===== config.mk =====
export PLATFORM = sky130hd
export DESIGN_NAME = mem_stage_rsp
export DESIGN_NICKNAME = d
export VERILOG_FILES = /design/src/rtl/mem_stage_rsp.sv
export SDC_FILE = /design/constraint.sdc
export NUM_CORES = 1
export LEC_CHECK = 0
export ABC_CLOCK_PERIOD_IN_PS = 5100
export CAP_MARGIN = 20
export CORE_ASPECT_RATIO = 1.5
export CORE_MARGIN = 8
export CORE_UTILIZATION = 49
export DETAILED_ROUTE_END_ITERATION = 7
export GPL_ROUTABILITY_DRIVEN = 1
export HOLD_SLACK_MARGIN = 0.02
export PLACE_DENSITY = 0.86
export SYNTH_ARGS = -nofsm -noshare
export SYNTH_HDL_FRONTEND = slang
export SYNTH_SLANG_ARGS = --single-unit

===== constraint.sdc =====
create_clock -name clk -period 5.1 [get_ports clk]
set_input_delay 0.51 -clock clk [delete_from_list [all_inputs] [get_ports clk]]
set_output_delay 0.51 -clock clk [all_outputs]
set_load 0.02 [all_outputs]

===== src/rtl/mem_stage_rsp.sv =====
// mem_stage_rsp: MEM pipeline stage that waits for data responses, buffers them across WB stalls and drops responses owed to flushed loads (optional lwl/lwr merge under MS_LWLR_EN)
module mem_stage_rsp #(
  parameter int MAX_OUTSTANDING = 2,
  parameter int CNT_W = 3
) (
  input  logic             clk,
  input  logic             reset,
  input  logic             es_to_ms_valid,
  output logic             ms_allowin,
  input  logic             es_req_sent,
  input  logic [2:0]       es_load_op,
  input  logic [31:0]      es_exe_result,
  input  logic [4:0]       es_dest,
  input  logic             es_gr_we,
  input  logic [31:0]      es_pc,
  input  logic             data_data_ok,
  input  logic [31:0]      data_rdata,
  input  logic             ws_allowin,
  output logic             ms_to_ws_valid,
  output logic [4:0]       ms_dest,
  output logic [31:0]      ms_result,
  output logic [3:0]       ms_gr_strb,
  output logic [31:0]      ms_pc,
  input  logic             flush,
  output logic [3:0]       ms_fwd_strb,
  output logic             ms_fwd_pending,
  output logic [CNT_W-1:0] ms_cancel_cnt
);
  logic             ms_valid, req_sent, gr_we, rsp_buf_valid;
  logic [2:0]       load_op;
  logic [31:0]      exe_result, rsp_buf_data, word;
  logic [CNT_W-1:0] cancel_cnt;
  logic             ms_ready_go, cnt_full, rsp_hit, inc, dec, capture, leave;
  logic [1:0]       addr;
  logic [7:0]       bte;
  logic [15:0]      hlf;

  assign cnt_full       = cancel_cnt == CNT_W'(MAX_OUTSTANDING);
  assign rsp_hit        = data_data_ok && cancel_cnt == '0;
  assign ms_ready_go    = !req_sent || rsp_buf_valid || rsp_hit;
  assign ms_allowin     = (!ms_valid || (ms_ready_go && ws_allowin)) && !cnt_full;
  assign ms_to_ws_valid = ms_valid && ms_ready_go && !flush;
  assign leave          = flush || (ms_valid && ms_ready_go && ws_allowin);
  assign capture        = ms_valid && req_sent && rsp_hit && !ws_allowin && !rsp_buf_valid && !flush;
  assign inc            = flush && ms_valid && !ms_ready_go && !cnt_full;
  assign dec            = data_data_ok && cancel_cnt != '0;
  assign ms_fwd_strb    = {4{ms_valid && ms_ready_go}} & ms_gr_strb;
  assign ms_fwd_pending = ms_valid && gr_we && !ms_ready_go;
  assign ms_cancel_cnt  = cancel_cnt;
  assign word           = rsp_buf_valid ? rsp_buf_data : data_rdata;
  assign addr           = exe_result[1:0];
  assign bte            = word[{addr, 3'b000} +: 8];
  assign hlf            = addr[1] ? word[31:16] : word[15:0];

  // Pipeline register: flush empties the stage and blocks entry in the same cycle
  always_ff @(posedge clk or posedge reset) begin
    if (reset) begin
      ms_valid   <= 1'b0;
      req_sent   <= 1'b0;
      load_op    <= '0;
      exe_result <= '0;
      ms_dest    <= '0;
      gr_we      <= 1'b0;
      ms_pc      <= '0;
    end else begin
      if (flush) ms_valid <= 1'b0;
      else if (ms_allowin) ms_valid <= es_to_ms_valid;
      if (es_to_ms_valid && ms_allowin && !flush) begin
        req_sent   <= es_req_sent;
        load_op    <= es_load_op;
        exe_result <= es_exe_result;
        ms_dest    <= es_dest;
        gr_we      <= es_gr_we;
        ms_pc      <= es_pc;
      end
    end
  end

  // Hold a response that arrived while WB was stalled until the instruction leaves
  always_ff @(posedge clk or posedge reset) begin
    if (reset) begin
      rsp_buf_valid <= 1'b0;
      rsp_buf_data  <= '0;
    end else if (leave) begin
      rsp_buf_valid <= 1'b0;
    end else if (capture) begin
      rsp_buf_valid <= 1'b1;
      rsp_buf_data  <= data_rdata;
    end
  end

  // Count responses still owed to flushed loads; each one arriving later is dropped
  always_ff @(posedge clk or posedge reset) begin
    if (reset) cancel_cnt <= '0;
    else if (inc && !dec) cancel_cnt <= cancel_cnt + CNT_W'(1);
    else if (dec && !inc) cancel_cnt <= cancel_cnt - CNT_W'(1);
  end

  // Load data extraction and register write strobes
  always_comb begin
    ms_result  = exe_result;
    ms_gr_strb = {4{gr_we}};
    case (load_op)
      3'd1: ms_result = {{24{bte[7]}}, bte};
      3'd2: ms_result = {24'd0, bte};
      3'd3: ms_result = {{16{hlf[15]}}, hlf};
      3'd4: ms_result = {16'd0, hlf};
      3'd5: ms_result = word;
`ifdef MS_LWLR_EN
      3'd6: begin
        ms_result  = word << {~addr, 3'b000};
        ms_gr_strb = 4'b1111 << ~addr;
      end
      3'd7: begin
        ms_result  = word >> {addr, 3'b000};
        ms_gr_strb = 4'b1111 >> addr;
      end
`else
      3'd6, 3'd7: begin
        ms_result  = word;
        ms_gr_strb = 4'b0000;
      end
`endif
      default: ;
    endcase
  end
endmodule


==> key figures, run 1 <==
Pwr
  • Maximum vdd drop: 0.315 mV
  • Pleak: 3.25 nW
  • Pwr dens: 605 nW/µm²

Timing
  • Final WS setup: 1.01 ns
  • Max Clock Freq: 244 MHz
  • Fin crit period: 4.09 ns
  • Setup TNS Final: 0 ns
  • Max-slew headroom: 40.0%
  • RSZ-0062 raised after global routing: false
  • Post-route clock period utilization: 80.2%
  • Max Slew Vio Count: 0
  • Setup violations, final: 0
  • Worst Tran Pin Value: approximately 0.90 ns
  • Worst Skew: 0.00684 ns
  • Final Hold Fails: 0

GRT
  • Grt ovf: 0
  • Total track usage: 23.3%
  • Largest net degree at the start of global routing: between 70 and 80
  • First-pass GRT wire length: 26,500 µm
  • Antenna violations before repair: 0
  • Vias in the first global route: 4,967

Synth
  • Post-synthesis instance total: 454
  • Async SR Flop Fraction: 100%
  • Synth unique cells: slightly below 50
  • Synth Warn #: 0
  • Adder-Cell Fraction of Synth Area: 0.762%
  • XOR/XNOR Fraction of Synth Area: 0.628%
  • Synth Cell Area: 5580 µm²
  • Synth Register Bits: 111
  • Synth Area in Compound Gates: 9.55%
  • Seq/Total Area, Yosys: around half
  • Post-synth EDFFs: 0
  • Syn Nets: ~570
  • Mux contribution to synthesized area: around 29%
  • Synth Area in Simple Gates: 6.77%
  • Avg Synthesized Cell Area: 12.3 µm²
  • Main combinational cell family by area after synthesis: multiplexers
  • Top FF cell, synth: dfrtp_1

Layout
  • Layout cells sized above 1: a little under a quarter
  • Fin util: 70.3%
  • Number of nets in the layout: 746
  • Area growth from synthesis to layout: 42.1%
  • Post-route design area: between 7000 and 8000 µm²
  • Ant. Diodes: 0

Worst setup path
  • CP max stage delay: 0.94 ns
  • Critical Path End Type: primary output
  • Critical path required time: 4.59 ns
  • Highest-delay cell along the critical path: dfrtp_1
  • Crit path cell chain: mux2_2, mux4_2, o21ai_4, a31oi_1, clkdlybuf4s50_1
  • Worst setup SP type: flop
  • Arr. time, crit path: 3.58 ns
  • CP Max Fanout: 24
  • CP Class: flop to primary output

Floorplan
  • Initial Util: 49.4%
  • # rows: 48
  • Ports: ~200
  • Die ar.: between 15,000 and 20,000 µm²
  • Core area: 11,300 µm²
  • Die Span Y: between 100 and 150 µm
  • Die X: 103 µm

Route
  • Via density: 5.66
  • WL final: about 17,000 µm
  • Vias: 4,455
  • Initial DRC count: 140
  • Wire per inst: 21.9 µm
  • Final ANT Viol Nets: 0
  • Pre-Repair DR Iteration Count: 4
  • Post-route DRC: 0

Placed design
  • Hpwl dp: 13,200 µm
  • PortBufs: 194
  • Dpl cell area: 7580 µm²
  • GPL Wtd Cong: roughly 0.90
  • Setup WS pre-CTS: 1.46 ns

Clock tree
  • Clock sink count: 111
  • CTS Buf Count: 9
  • Clock Tree Buf Depth: 2
  • Hold_buf cts: 0
  • Reg clk slew, reported paths: 0.08 ns
  • Htree depth: 3
  • Post-CTS Setup Bufs: 0
  • CTS tree: yes
  • Skew-Pair Late Insertion Delay: 0.35 ns
  • Root Driver: clkbuf_16
  • # resized after CTS: 0

Flow run
  • Max-cap viol count: 0

Min path
  • Worst hold path type: flop to flop

Status
  • Status: completed
-- kinds of logic after synthesis --
| family | after synthesis |
|---|---|
| buffers and inverters | 39 |
| adder cells (fa/ha/maj) | 3 |
| AO/OA/AOI/OAI | 75 |
| flip-flops | 111 |
| XOR/XNOR | 4 |
| multiplexers | 142 |
| AND/OR/NAND/NOR | 80 |
-- Yosys cell counts, types with 2 or more instances --
library cell / number / area share, %
mux2_2: 122 / 25
dfrtp_1: 111 / 50
nor2_1: 40 / 2.7
nand2_1: 17 / 1.1
a31oi_1: 16 / 1.8
mux2i_1: 16 / 2.9
a21oi_1: 14 / 1.3
nand2b_1: 12 / 1.3
buf_4: 11 / 1.5
buf_2: 10 / 0.90
clkbuf_1: 8 / 0.54
a22oi_1: 7 / 0.94
o21ai_0: 7 / 0.63
o22a_1: 6 / 0.94
o32ai_1: 6 / 0.94
inv_1: 5 / 0.34
a21boi_0: 3 / 0.40
buf_6: 3 / 0.61
nor3_1: 3 / 0.27
xor2_1: 3 / 0.47
a211oi_1: 2 / 0.27
mux2_1: 2 / 0.40
nor3b_1: 2 / 0.27
o21a_1: 2 / 0.27
o21bai_1: 2 / 0.27
-- layout make-up --
class | instances | area, µm²
Fill cell | 877 | 3360
Multi-Input combinational cell | 304 | 2590
Sequential cell | 111 | 2780
Clock buffer | 9 | 225
Timing Repair Buffer | 200 | 2020
Inverter | 6 | 25.0
Clock inverter | 7 | 104
Tap cell | 150 | 188
-- cell usage in the layout (no fill, tap or decap), drive strengths merged, types with 7 or more instances in the layout --
master and count:
clkdlybuf4s50 194, inv 7, a22oi 7, nand2b 12, mux2 125, mux2i 16, nor2 40, a31oi 16
a21oi 14, o21ai 9, dfrtp 111, clkbuf 9, nand2 17
-- sequential cells by signal, indices dropped and copies added, names as in the netlist --
name           flops
exe_result        32
ms_pc             32
rsp_buf_data      32
ms_dest            5
load_op            3
ms_cancel_cnt      3
gr_we              1
ms_valid           1
req_sent           1
rsp_buf_valid      1
-- metrics by stage --
| stage | power, mW | hold slack (ns) | cells |
|---|---|---|---|
| global route | 5.04 | 0.520 | 787 |
| CTS | 4.82 | 0.491 | 786 |
| floorplan | 2.88 | 0.458 | 454 |
| global placement | 3.96 | 0.469 | 770 |
| finish | 4.80 | 0.507 | 787 |
| detailed placement | 4.03 | 0.475 | 770 |
-- per-layer routing --
| layer | vias up | GRT usage [%] | wire length [µm] |
|---|---|---|---|
| met1 | 2190 | 21.8 | 5670 |
| met2 | 203 | 39.9 | 8960 |
| met5 | - | 0 | 0 |
| met3 | 66 | 6.77 | 1310 |
| met4 | 0 | 19.3 | 1280 |
| li1 | 1996 | - | - |
-- report_power, final --
part,switching (mW),internal [mW],total (mW)
clock network,0.338,0.437,0.775
registers,0.264,1.21,1.48
logic,1.29,1.26,2.55
-- critical path: cells and delay by family (launching register included) --
family / cells / cell delay [ns]
AOI/OAI and AO/OA: 2 / 0.71
muxes: 2 / 0.99
buffers and inverters: 1 / 0.59
DFF: 1 / 0.94
-- path summary, 6_finish.rpt --
| path | start | endpoint | slack, ns | cells after the start |
|---|---|---|---|---|
| max | rsp_buf_valid | ms_result[22] | 1.01 | 5 |
| min | rsp_buf_data[11] | rsp_buf_data[11] | 0.51 | 1 |
| max reg2reg | rsp_buf_valid | ms_dest[4] | 1.80 | 6 |
| min reg2reg | rsp_buf_data[11] | rsp_buf_data[11] | 0.51 | 1 |
| max in group asynchronous | reset | exe_result[7] | 3.32 | 3 |
| min in group asynchronous | reset | exe_result[22] | 0.71 | 2 |
Power figures use the tool's default switching activity.
==> inputs of run 2 (changes only) <==
==> config.mk (replaced) <==
export PLATFORM = sky130hd
export DESIGN_NAME = mem_stage_rsp
export DESIGN_NICKNAME = d
export VERILOG_FILES = /design/src/rtl/mem_stage_rsp.sv
export SDC_FILE = /design/constraint.sdc
export NUM_CORES = 1
export LEC_CHECK = 0
export ABC_CLOCK_PERIOD_IN_PS = 3800
export CAP_MARGIN = 20
export CORE_ASPECT_RATIO = 1.5
export CORE_MARGIN = 8
export CORE_UTILIZATION = 46
export DETAILED_ROUTE_END_ITERATION = 7
export GPL_ROUTABILITY_DRIVEN = 1
export HOLD_SLACK_MARGIN = 0.02
export PLACE_DENSITY = 0.81
export SYNTH_ARGS = -nofsm -noshare
export SYNTH_HDL_FRONTEND = slang
export SYNTH_SLANG_ARGS = --single-unit
==> constraint.sdc (replaced) <==
create_clock -name clk -period 3.8 [get_ports clk]
set_input_delay 0.38 -clock clk [delete_from_list [all_inputs] [get_ports clk]]
set_output_delay 0.38 -clock clk [all_outputs]
set_load 0.02 [all_outputs]
==> key figures, run 2 (same netlist as run 1, synthesis figures left out) <==
Status
  • Status: completed

Placed design
  • Hpwl dp: 13,300 µm (+0.68%)
  • PortBufs: 194 (unchanged)
  • GPL Wtd Cong: 0.919 (+2.0%)

Min path
  • Worst hold path type: flop to flop

Pwr
  • Sw Share: 39.6% (+0.14 points)
  • Internal power: 3.87 mW (+33%)
  • Clock power frac: 15.6% (-0.5 points)
  • Total power: 6.40 mW (+33%)
  • Switch Pwr: 2.53 mW (+34%)
  • Pwr dens: 807 nW/µm² (+33%)
  • Pleak: 3.26 nW (+0.19%)
  • Comb pwr share: 53.5% (+0.4 points)
  • Maximum vdd drop: 0.423 mV (+34%)
  • Reg power frac: 30.9% (about the same)

Route
  • Via density: 5.51 (-2.7%)
  • Vias: 4,367 (-2.0%)
  • Pre-Repair DR Iteration Count: 5 (+1)
  • Final ANT Viol Nets: 0 (unchanged)
  • Initial DRC count: 171 (+22%)
  • WL final: 17,200 µm (about the same)
  • Post-route DRC: 0 (unchanged)
  • Wire per inst: 21.7 µm (-0.80%)

Clock tree
  • # resized after CTS: 0 (unchanged)
  • CTS Buf Count: 9 (unchanged)
  • Clock Tree Buf Depth: 2 (unchanged)
  • Reg clk slew, reported paths: 0.08 ns (about the same)
  • Clock sink count: 111 (unchanged)
  • Root Driver: clkbuf_16
  • Htree depth: 3 (unchanged)
  • Hold_buf cts: 0 (unchanged)
  • Post-CTS Setup Bufs: 0 (unchanged)
  • CTS tree: yes
  • Skew-Pair Late Insertion Delay: 0.35 ns (about the same)

GRT
  • First-pass GRT wire length: 26,400 µm (-0.45%)
  • Total track usage: 21.5% (-1.8 points)
  • Largest net degree at the start of global routing: 76 (+4.1%)
  • Vias in the first global route: 4,849 (-2.4%)
  • Grt ovf: 0 (unchanged)
  • Antenna violations before repair: 0 (unchanged)

Layout
  • Number of nets in the layout: 749 (+0.40%)
  • Area growth from synthesis to layout: 42.2% (about the same)
  • Register area: 2780 µm² (unchanged)
  • Ant. Diodes: 0 (unchanged)
  • Largest registers: exe_result (32), ms_pc (32), rsp_buf_data (32)
  • Commonest non-fill, non-tap cell in the layout: clkdlybuf4s50_1
  • Fillers: 935 (+6.6%)
  • Layout cells sized above 1: 24.2% (+0.36 points)
  • Footprint of the multi-input gates: 2590 µm² (unchanged)
  • Most frequent cells in the layout: clkdlybuf4s50_1 (194), mux2_2 (122), dfrtp_1 (111)

Timing
  • Post-route clock period utilization: 93.1%
  • Setup TNS Final: 0 ns (unchanged)
  • Max Clock Freq: 283 MHz
  • Final Hold Fails: 0 (unchanged)
  • Worst Skew: 0.00699 ns (+0.000152 ns)
  • RSZ-0062 raised after global routing: false
  • Fin crit period: 3.54 ns
  • Max-slew headroom: 40.9% (+0.96 points)
  • Worst Tran Pin Value: 0.886 ns (-0.0143 ns)
  • Max Slew Vio Count: 0 (unchanged)
  • Setup violations, final: 0 (unchanged)

Floorplan
  • Die ar.: 16,000 µm² (+5.6%)
  • Die Span Y: 151 µm (+2.9%)
  • Die X: 106 µm (+2.7%)
  • Initial Util: 46.9% (-2.5 points)
  • # rows: 49 (+2.1%)
  • Core area: 11,900 µm² (+5.3%)
  • Ports: 195 (unchanged)

Worst setup path
  • CP Class: flop to primary output
  • Critical path required time: 3.42 ns (-1.17 ns)
  • CP Max Fanout: 24 (unchanged)
  • Critical Path End Type: primary output
  • Arr. time, crit path: 3.16 ns (-0.42 ns)
  • Worst setup SP type: flop

Flow run
  • Max-cap viol count: 0 (unchanged)
## run 2: cell count changes in the layout (fill, tap and decap cells not counted), sizes merged
cell    before  now
inv          7    6
clkbuf       9   11
buf          6    9
bufinv       2    1
## run 2: metal layers
metal,global-route usage [%],part of all wire (%),up-vias
li1,-,-,2003
met1,20.8,34,2146
met2,39.0,53,181
met3,7.16,7.7,37
met4,12.4,4.5,0
met5,0,0,-
## run 2: final timing paths
check	slack, ns	startpoint	to	cells past startpoint
setup / recovery	0.26	rsp_buf_valid	ms_result[18]	5
hold / removal	0.50	rsp_buf_data[0]	rsp_buf_data[0]	1
setup reg to reg	1.14	rsp_buf_valid	ms_cancel_cnt[2]	10
hold reg to reg	0.50	rsp_buf_data[0]	rsp_buf_data[0]	1
max in group asynchronous	2.48	reset	ms_pc[12]	3
min in group asynchronous	0.57	reset	exe_result[21]	2
## run 2: final cells by class
cell class | instances | area share [%]
Multi-Input combinational cell | 304 | 32.7
Sequential cell | 111 | 35.0
Clock inverter | 5 | 0.819
Timing Repair Buffer | 203 | 25.6
Tap cell | 153 | 2.41
Inverter | 6 | 0.315
Clock buffer | 11 | 3.18
## run 2: worst max-delay path: stages (launching register included)
cell             delay, ns
dfrtp_1               0.55
mux2_2                0.42
mux4_2                0.54
o21ai_4               0.52
a31oi_1               0.17
clkdlybuf4s50_1       0.60
## run 2: power groups by stage
stage / combinational [mW] / clock (mW) / sequential (mW)
global route: 3.64 / 1.06 / 2.04
detailed placement: 3.44 / 0 / 2.00
CTS: 3.46 / 1.01 / 1.98
floorplan: 1.75 / 0 / 2.11
finish: 3.43 / 0.999 / 1.98
global placement: 3.37 / 0 / 1.96
## run 2: metrics by stage
step	std cells	hold slack [ns]	util (%)	area (µm²)	setup slack, ns
finish	793	0.499	66.8	7940	0.262
global route	793	0.519	66.8	7940	0.118
CTS	793	0.496	66.8	7940	0.276
detailed placement	777	0.480	64.1	7620	0.457
global placement	777	0.469	64.1	7620	0.550
floorplan	454	0.458	-	5580	0.489
